### src/rtl/ysyx_220053_cla_seq_ctrl_pkg.sv
// rtl/ysyx_220053_cla_seq_ctrl_pkg.sv - shared state encoding and slice width for the sequential CLA controller
package ysyx_220053_pkg;

  localparam int SLICE_W = 8;

  typedef enum logic [1:0] {
    IDLE = 2'd0,
    RUN  = 2'd1,
    DONE = 2'd2
  } state_t;

endpackage

### src/rtl/ysyx_220053_cla_seq_ctrl_cla8.sv
// rtl/ysyx_220053_cla_seq_ctrl_cla8.sv - 8-bit carry-lookahead adder slice built from two 4-bit lookahead groups
module ysyx_220053_CLA8
  import ysyx_220053_pkg::*;
(
  input  logic [SLICE_W-1:0] x,
  input  logic [SLICE_W-1:0] y,
  input  logic               cin,
  output logic [SLICE_W-1:0] f,
  output logic               cout
);

  logic [SLICE_W-1:0] p;
  logic [SLICE_W-1:0] g;
  logic [SLICE_W:0]   c;

  // Each nibble's carries are expanded directly from its carry-in; the
  // upper nibble takes its carry-in from the lower group's generate/propagate.
  always_comb begin
    p = x ^ y;
    g = x & y;
    c = '0;
    c[0] = cin;
    for (int n = 0; n < 2; n++) begin
      c[4*n+1] = g[4*n]   | (p[4*n]   & c[4*n]);
      c[4*n+2] = g[4*n+1] | (p[4*n+1] & g[4*n])
                          | (p[4*n+1] & p[4*n]   & c[4*n]);
      c[4*n+3] = g[4*n+2] | (p[4*n+2] & g[4*n+1])
                          | (p[4*n+2] & p[4*n+1] & g[4*n])
                          | (p[4*n+2] & p[4*n+1] & p[4*n] & c[4*n]);
      c[4*n+4] = g[4*n+3] | (p[4*n+3] & g[4*n+2])
                          | (p[4*n+3] & p[4*n+2] & g[4*n+1])
                          | (p[4*n+3] & p[4*n+2] & p[4*n+1] & g[4*n])
                          | (p[4*n+3] & p[4*n+2] & p[4*n+1] & p[4*n] & c[4*n]);
    end
    f    = p ^ c[SLICE_W-1:0];
    cout = c[SLICE_W];
  end

endmodule

### src/rtl/ysyx_220053_cla_seq_ctrl.sv
// rtl/ysyx_220053_cla_seq_ctrl.sv - byte-serial add/subtract controller time-sharing one CLA8 slice
module ysyx_220053_cla_seq_ctrl
  import ysyx_220053_pkg::*;
#(
  parameter int WIDTH = 64
) (
  input  logic             clk,
  input  logic             rst_n,
  input  logic             in_valid,
  output logic             in_ready,
  input  logic             op_sub,
  input  logic [WIDTH-1:0] a,
  input  logic [WIDTH-1:0] b,
  output logic             out_valid,
  input  logic             out_ready,
  output logic [WIDTH-1:0] result,
  output logic             carry,
  output logic             overflow,
  output logic             zero,
  output logic             busy
);

  localparam int NSLICE = WIDTH / SLICE_W;
  localparam int CW     = (NSLICE > 1) ? $clog2(NSLICE) : 1;
  localparam logic [CW-1:0] LAST = CW'(NSLICE - 1);

  state_t             state;
  logic [CW-1:0]      cnt;
  logic               cy;
  logic [WIDTH-1:0]   opa;
  logic [WIDTH-1:0]   opb;

  logic [SLICE_W-1:0] sx;
  logic [SLICE_W-1:0] sy;
  logic [SLICE_W-1:0] sf;
  logic               scout;
  logic [WIDTH-1:0]   res_next;

  ysyx_220053_CLA8 u_cla8 (
    .x    (sx),
    .y    (sy),
    .cin  (cy),
    .f    (sf),
    .cout (scout)
  );

  // Select the current byte of each operand and splice the slice sum into the result.
  always_comb begin
    sx = opa[int'(cnt)*SLICE_W +: SLICE_W];
    sy = opb[int'(cnt)*SLICE_W +: SLICE_W];
    res_next = result;
    res_next[int'(cnt)*SLICE_W +: SLICE_W] = sf;
  end

  // Control FSM with all handshake outputs and flags registered alongside state.
  always_ff @(posedge clk or negedge rst_n) begin
    if (!rst_n) begin
      state     <= IDLE;
      cnt       <= '0;
      cy        <= 1'b0;
      opa       <= '0;
      opb       <= '0;
      result    <= '0;
      carry     <= 1'b0;
      overflow  <= 1'b0;
      zero      <= 1'b0;
      in_ready  <= 1'b1;
      out_valid <= 1'b0;
      busy      <= 1'b0;
    end else begin
      case (state)
        IDLE: begin
          if (in_valid && in_ready) begin
            opa      <= a;
            opb      <= op_sub ? ~b : b;
            cy       <= op_sub;
            cnt      <= '0;
            state    <= RUN;
            in_ready <= 1'b0;
            busy     <= 1'b1;
          end
        end
        RUN: begin
          result <= res_next;
          cy     <= scout;
          if (cnt == LAST) begin
            // opb already holds the inverted operand for subtracts, so one rule covers both ops.
            overflow  <= (opa[WIDTH-1] == opb[WIDTH-1]) && (sf[SLICE_W-1] != opa[WIDTH-1]);
            zero      <= (res_next == '0);
            carry     <= scout;
            state     <= DONE;
            out_valid <= 1'b1;
          end else begin
            cnt <= cnt + CW'(1);
          end
        end
        DONE: begin
          if (out_valid && out_ready) begin
            state     <= IDLE;
            out_valid <= 1'b0;
            in_ready  <= 1'b1;
            busy      <= 1'b0;
          end
        end
        default: begin
          state     <= IDLE;
          out_valid <= 1'b0;
          in_ready  <= 1'b1;
          busy      <= 1'b0;
        end
      endcase
    end
  end

endmodule

### config.mk
export PLATFORM = sky130hd
export DESIGN_NAME = ysyx_220053_cla_seq_ctrl
export DESIGN_NICKNAME = d
export VERILOG_FILES = /design/src/rtl/ysyx_220053_cla_seq_ctrl_pkg.sv /design/src/rtl/ysyx_220053_cla_seq_ctrl_cla8.sv /design/src/rtl/ysyx_220053_cla_seq_ctrl.sv
export SDC_FILE = /design/constraint.sdc
export NUM_CORES = 1
export LEC_CHECK = 0
export BUFFER_PORTS_ARGS = -buffer_cell sky130_fd_sc_hd__buf_2
export CORE_UTILIZATION = 55
export CTS_BUF_LIST = sky130_fd_sc_hd__clkbuf_4 sky130_fd_sc_hd__clkbuf_8 sky130_fd_sc_hd__clkbuf_16
export DETAILED_ROUTE_END_ITERATION = 10
export GPL_TIMING_DRIVEN = 0
export PLACE_DENSITY = 0.8
export SLEW_MARGIN = 20
export SYNTH_ARGS = -nofsm -noshare
export SYNTH_HDL_FRONTEND = slang
export SYNTH_SLANG_ARGS = --single-unit
### constraint.sdc
create_clock -name clk -period 5.7 [get_ports clk]
set_input_delay 0.57 -clock clk [delete_from_list [all_inputs] [get_ports clk]]
set_output_delay 0.57 -clock clk [all_outputs]
set_load 0.01 [all_outputs]
# Yosys cells after proc, flatten, opt, wreduce, memory -nomap -nowiden
# Index checks and enable logic that the tools add are counted.
# totals
ff_bits,204
in_bits,133
output_inout_bits,70
word_cells,117
# classes
addsub,2
n_eq_ne,9
shifts,4
n_mux,19
bitwise,58
n_reduce_logical,13
# op_table
op,n
$shiftx A64 B7 Y8,2
$bwmux W64,1
$logic_not A64 Y1,1
$mux W64,1
$not A64 Y64,1
$shift A8 B33 Y64 const A,1
$shiftx A8 B33 Y64,1
$neg A6 Y33,1
$and A1 B1 Y1,32
$or A1 B1 Y1,20
$xor A8 B8 Y8,2
$reduce_and A3 Y1,4
$pmux W1 S3,3
$and A8 B8 Y8,1
$ne A2 B2 Y1 const B,4
$mux W1,6
$mux W2,3
$mux W3,2
$pmux W2 S3,1
$pmux W3 S2,1
$reduce_and A2 Y1,3
$add A3 B1 Y3 const B,1
$eq A3 B3 Y1 const B,1
$logic_and A1 B1 Y1,3
8 further kinds,9

# Longest topological paths before layout
# depth
word_depth,13
depth_mapped,18
mapped_depth_nobuf,15

# By module
# Synthesis repeated with hierarchy kept, for this count alone.
# hier_totals
hier_cells,941
hier_area_um2,10231.1
# modules_own_cells
module,instances,cells_per_inst,area_each_um2,seq_area_each_um2
ysyx_220053_cla_seq_ctrl,1,904,9918.3,5106.1
ysyx_220053_CLA8,1,37,312.8,0.0

# Worst setup path after synthesis
# No wires, ideal clock.
# synth_path
kind,register -> register
from,register cnt[0]
to,register zero
setup_ps,76
arrival_ps,4589
setup_slack_ps,1035
stages_incl_launch_ff,19
path_buffers,3
synth_period_minus_slack_ps,4665
path_cell_list,dfrtp_1 buf_4 clkbuf_1 buf_2 mux4_2 nand2_1 nand2_1 ha_1 a21oi_1 o211ai_1 or2_2 fa_1 xor2_1 nand2_1 o22ai_1 or4_1 nor4_1 nand4_1 o21ai_1
# synth_via
elab_chain_cells,13
word_cells_on_any_way,53
cone_classes,1 x add/sub; 1 x eq/ne; 4 x shift; 1 x mux; 44 x bitwise; 2 x reduce/logical
# synth_lines
element,line_no,source
start: declaration,ysyx_220053_cla_seq_ctrl.sv:28,logic [CW-1:0] cnt;
start signal: assignment,ysyx_220053_cla_seq_ctrl.sv:94,cnt <= cnt + CW'(1);
"$shiftx A64 B7 Y8, on equally long branches","ysyx_220053_cla_seq_ctrl.sv:49, ysyx_220053_cla_seq_ctrl.sv:50",
$xor A8 B8 Y8 or $and A8 B8 Y8 (tied branches),"ysyx_220053_cla_seq_ctrl_cla8.sv:19, ysyx_220053_cla_seq_ctrl_cla8.sv:20",
"$and A1 B1 Y1, on equally long branches",--,
"$or A1 B1 Y1, or another cell as far along",ysyx_220053_cla_seq_ctrl_cla8.sv:30,c[4*n+4] = g[4*n+3] | (p[4*n+3] & g[4*n+2])
"$or A1 B1 Y1, or another cell as far along",ysyx_220053_cla_seq_ctrl_cla8.sv:31,| (p[4*n+3] & p[4*n+2] & g[4*n+1])
$or A1 B1 Y1 or $and A1 B1 Y1 (tied branches),"ysyx_220053_cla_seq_ctrl_cla8.sv:32, ysyx_220053_cla_seq_ctrl_cla8.sv:33",
$or A1 B1 Y1,ysyx_220053_cla_seq_ctrl_cla8.sv:33,| (p[4*n+3] & p[4*n+2] & p[4*n+1] & p[4*n] & c[4*n]);
"$and A1 B1 Y1, on equally long branches","ysyx_220053_cla_seq_ctrl_cla8.sv:24, ysyx_220053_cla_seq_ctrl_cla8.sv:26, ysyx_220053_cla_seq_ctrl_cla8.sv:29",
"$or A1 B1 Y1, on equally long branches","ysyx_220053_cla_seq_ctrl_cla8.sv:24, ysyx_220053_cla_seq_ctrl_cla8.sv:26, ysyx_220053_cla_seq_ctrl_cla8.sv:29",
$xor A8 B8 Y8,ysyx_220053_cla_seq_ctrl_cla8.sv:35,f = p ^ c[SLICE_W-1:0];
$shiftx A8 B33 Y64,ysyx_220053_cla_seq_ctrl.sv:52,res_next[int'(cnt)*SLICE_W +: SLICE_W] = sf;
$bwmux W64,ysyx_220053_cla_seq_ctrl.sv:52,
$logic_not A64 Y1,ysyx_220053_cla_seq_ctrl.sv:89,zero <= (res_next == '0);
end signal: assignment,ysyx_220053_cla_seq_ctrl.sv:89,
end: declaration,ysyx_220053_cla_seq_ctrl.sv:19,"output logic zero,"
# Parallel ways exist; a longest one is shown, timed or not.
# A chain may end at the register's enable or synchronous reset.

# Worst setup path after layout
# layout_path
from,register cnt[1]
to,register zero
# Same word-level chain as after synthesis.

==> impl_results.md <==
- Number of global-route vias before repair: 8841
- Library cells used by synthesis: 60
- Flops & latches, synth: 204
- DR vias: 8999
- Placement Cell Area: 11700 µm²
- DR pass1 iterations: 8
- # setup viols final: 0
- PortBufs: 201
- Hold depth: 3
- Status: finished with violations
- Fmax: 0.191 GHz
- Fin. max-slew vios: 0
- I/O pins: 203
- Worst Skew: 0.0114 ns
- Main flop type after synthesis: dfrtp_1
- Synth area leaders: dfrtp_1 (49%), nand2_1 (15%), mux4_2 (7.0%), o21ai_0 (6.0%), xnor2_1 (5.8%)
- Min-Delay Endpoint: opa[61]$_DFFE_PN0P_
- # DRC: 14
- HP Class: input pin to flop
- Rel. slew slack: 27.5%
- Critical path data required time: 6.13 ns
- Least-Margin Pin Slew: 1.07 ns
- Vias per inst: 5.74
- ANT cells: 0
- GRT overflow: 0
- H-tree depth: 1
- Core Rows: 49
- Crit. End Element: flop
- Worst vdd ir: 0.413 mV
- Max clock buf depth: 3
- Sequential area share after synthesis: 49.6%
- GPL Wtd Cong: 0.985
- Post-route antenna net violation count: 0
- Initial drt markers: 804
- Setup slack, reg-to-reg: 0.46 ns
- Leading area contributor after synthesis: dfrtp_1
- Routed len/inst: 18.2 µm
- Nets: 1476
- Hold wc startpoint: a[61]
- Hold slack: 0.257 ns
- CP Launch Type: flop
- Count leader, synth: nand2_1
- First-pass GRT wire length: 46000 µm
- Post-synth ARST share: 100%
- Leakage power: 6.07 nW
- Crit Path Max Fanout: 10
- Clock transition time at the flip-flop clock pins of the worst setup and hold paths: 0.06 ns
- Final WS setup: 0.464 ns
- Die W: 139 µm
- CTS tree: built
- HPWL Detailed: 21200 µm
- Cts bufs inserted: 21
- Synth Area per Inst: 9.36 µm²
- Worst EP arrival: 5.67 ns
- Antenna violations before repair: 0
- Pwr Total: 8.00 mW
- Mapped Area: 10300 µm²
- RSZ-0062 raised after global routing: false
- Post-synth top cells: nand2_1 (398), dfrtp_1 (203), o21ai_0 (123)
- Max Cap Viol: 0
- Synthesized netlist cell count: 1100
- All-Layer GR Usage: 30.5%
- Synthesized net count: 1250
- Core box area: 18100 µm²
- Post-CTS Setup Bufs: 0
- DRT Wirelength: 28600 µm
- Skew-Pair Late Insertion Delay: 0.50 ns
- Root buffer cell: clkbuf_16
- Synth top area share: 49.3%
- Critical path type: flop to flop
- Fin. Hold Viols: 0
- PD cells: 649 nW/µm²
- Area Growth Syn to Fin: 19.8%
- Final Cycle Share: 91.9%
- Post-synth EDFFs: 0
- Largest net degree at the start of global routing: 103
- Failing checks: DRC
- Final min period: 5.24 ns
- Initial Utilization: 56.7%
- DP Worst Slack: -0.0108 ns
- Die area: 19300 µm²
- Die H: 139 µm
- Crit Reg-Reg Startpoint: cnt[1]$_DFFE_PN0P_
- Fraction of layout cells with a size suffix above 1: 22.6%
- Clk sinks: 204
- Synth warn: 0
- Worst R2R End: zero$_DFFE_PN0P_
- Number of cells on the worst reg-to-reg path: 17
- Design area: 12300 µm²
-- per-stage QoR --
stage	setup TNS, ns	cells	util, %
floorplan	0	1100	-
global placement	0	1530	63.9
detailed placement	-0.0108	1532	64.2
CTS	0	1570	68.0
global route	0	1569	68.0
finish	0	1569	68.0
-- timing repair --
action,4_1_cts,5_1_grt
gates resized for setup,1,0
hold endpoints to repair,43,0
hold buffers,1,0
endpoints found under the setup margin,1,1
-- report_power, final --
part           switching [mW]  internal, mW  total, mW  leakage [nW]
Clock                   0.558         0.775       1.33         0.339
Combinational            2.55          1.56       4.10          3.11
Sequential              0.475          2.09       2.57          2.62
-- worst max-delay path by stage --
stage	start	endpoint
2_1_floorplan	cnt[0]$_DFFE_PN0P_	zero$_DFFE_PN0P_
3_3_place_gp	cnt[0]$_DFFE_PN0P_	zero$_DFFE_PN0P_
3_5_place_dp	cnt[0]$_DFFE_PN0P_	zero$_DFFE_PN0P_
4_1_cts	cnt[0]$_DFFE_PN0P_	zero$_DFFE_PN0P_
5_1_grt	cnt[1]$_DFFE_PN0P_	zero$_DFFE_PN0P_
6_report	cnt[1]$_DFFE_PN0P_	zero$_DFFE_PN0P_
-- state kept, by name, indices dropped and copies added (netlist names) --
name,flops
opa,64
opb,64
result,64
cnt,3
state,2
busy,1
carry,1
cy,1
in_ready,1
out_valid,1
overflow,1
zero,1
-- cell usage in the layout (no fill, tap or decap), types with 12 or more instances in the layout --
cell type | netlist | final
clkbuf_1 | 50 | 49
clkbuf_16 | 0 | 21
nand3_1 | 12 | 12
nor2_1 | 16 | 16
o21ai_0 | 123 | 123
o31ai_1 | 17 | 17
xnor2_1 | 68 | 68
mux4_2 | 32 | 32
a21oi_1 | 15 | 15
dfrtp_1 | 203 | 203
or3_1 | 12 | 12
nand2_1 | 398 | 398
ha_1 | 15 | 15
nor3_1 | 15 | 15
buf_2 | 7 | 207
-- area by class of cell --
type                       count  area (µm²)
fill                        1429        5810
sequential                   204        5110
multi-input combinational    815        4860
timing repair buffer         204        1080
clock buffer                  32         639
buffer                        69         290
tap                          229         287
inverter                      11        41.3
clock inverter                 5        31.3
-- critical path, stage by stage (launching register included) --
cell and delay (ns):
dfrtp_1 0.52, buf_2 0.33, clkbuf_1 0.61, mux4_2 0.43
nand2_1 0.09, nand2_1 0.10, ha_1 0.32, a21oi_1 0.25
o211ai_1 0.19, or2_2 0.31, fa_1 0.45, xor2_2 0.26
nand2_1 0.21, o22ai_1 0.09, or4_1 0.51, nor4_1 0.18
nand4_1 0.14, o21ai_1 0.14
-- metal layers --
layer  track usage [%]  part of all wire, %  vias to the layer above
met3              4.11                  7.8                       96
met1              40.7                   40                     4285
met2              50.3                   48                      440
met4              13.6                  4.0                        0
li1                  -                    -                     4178
met5                 0                    0                        -
-- cells by family after synthesis --
group / Yosys count / share of synthesized area [%]
and+or+nand+nor: 491 / 20.0
DFF: 204 / 49.6
buffers and inverters: 81 / 3.26
muxes: 38 / 7.65
adders and majority gates: 17 / 2.21
AOI/OAI and AO/OA: 199 / 11.3
xor gates and xnor gates: 70 / 5.95
No activity file was read; power rests on OpenSTA's default activity.
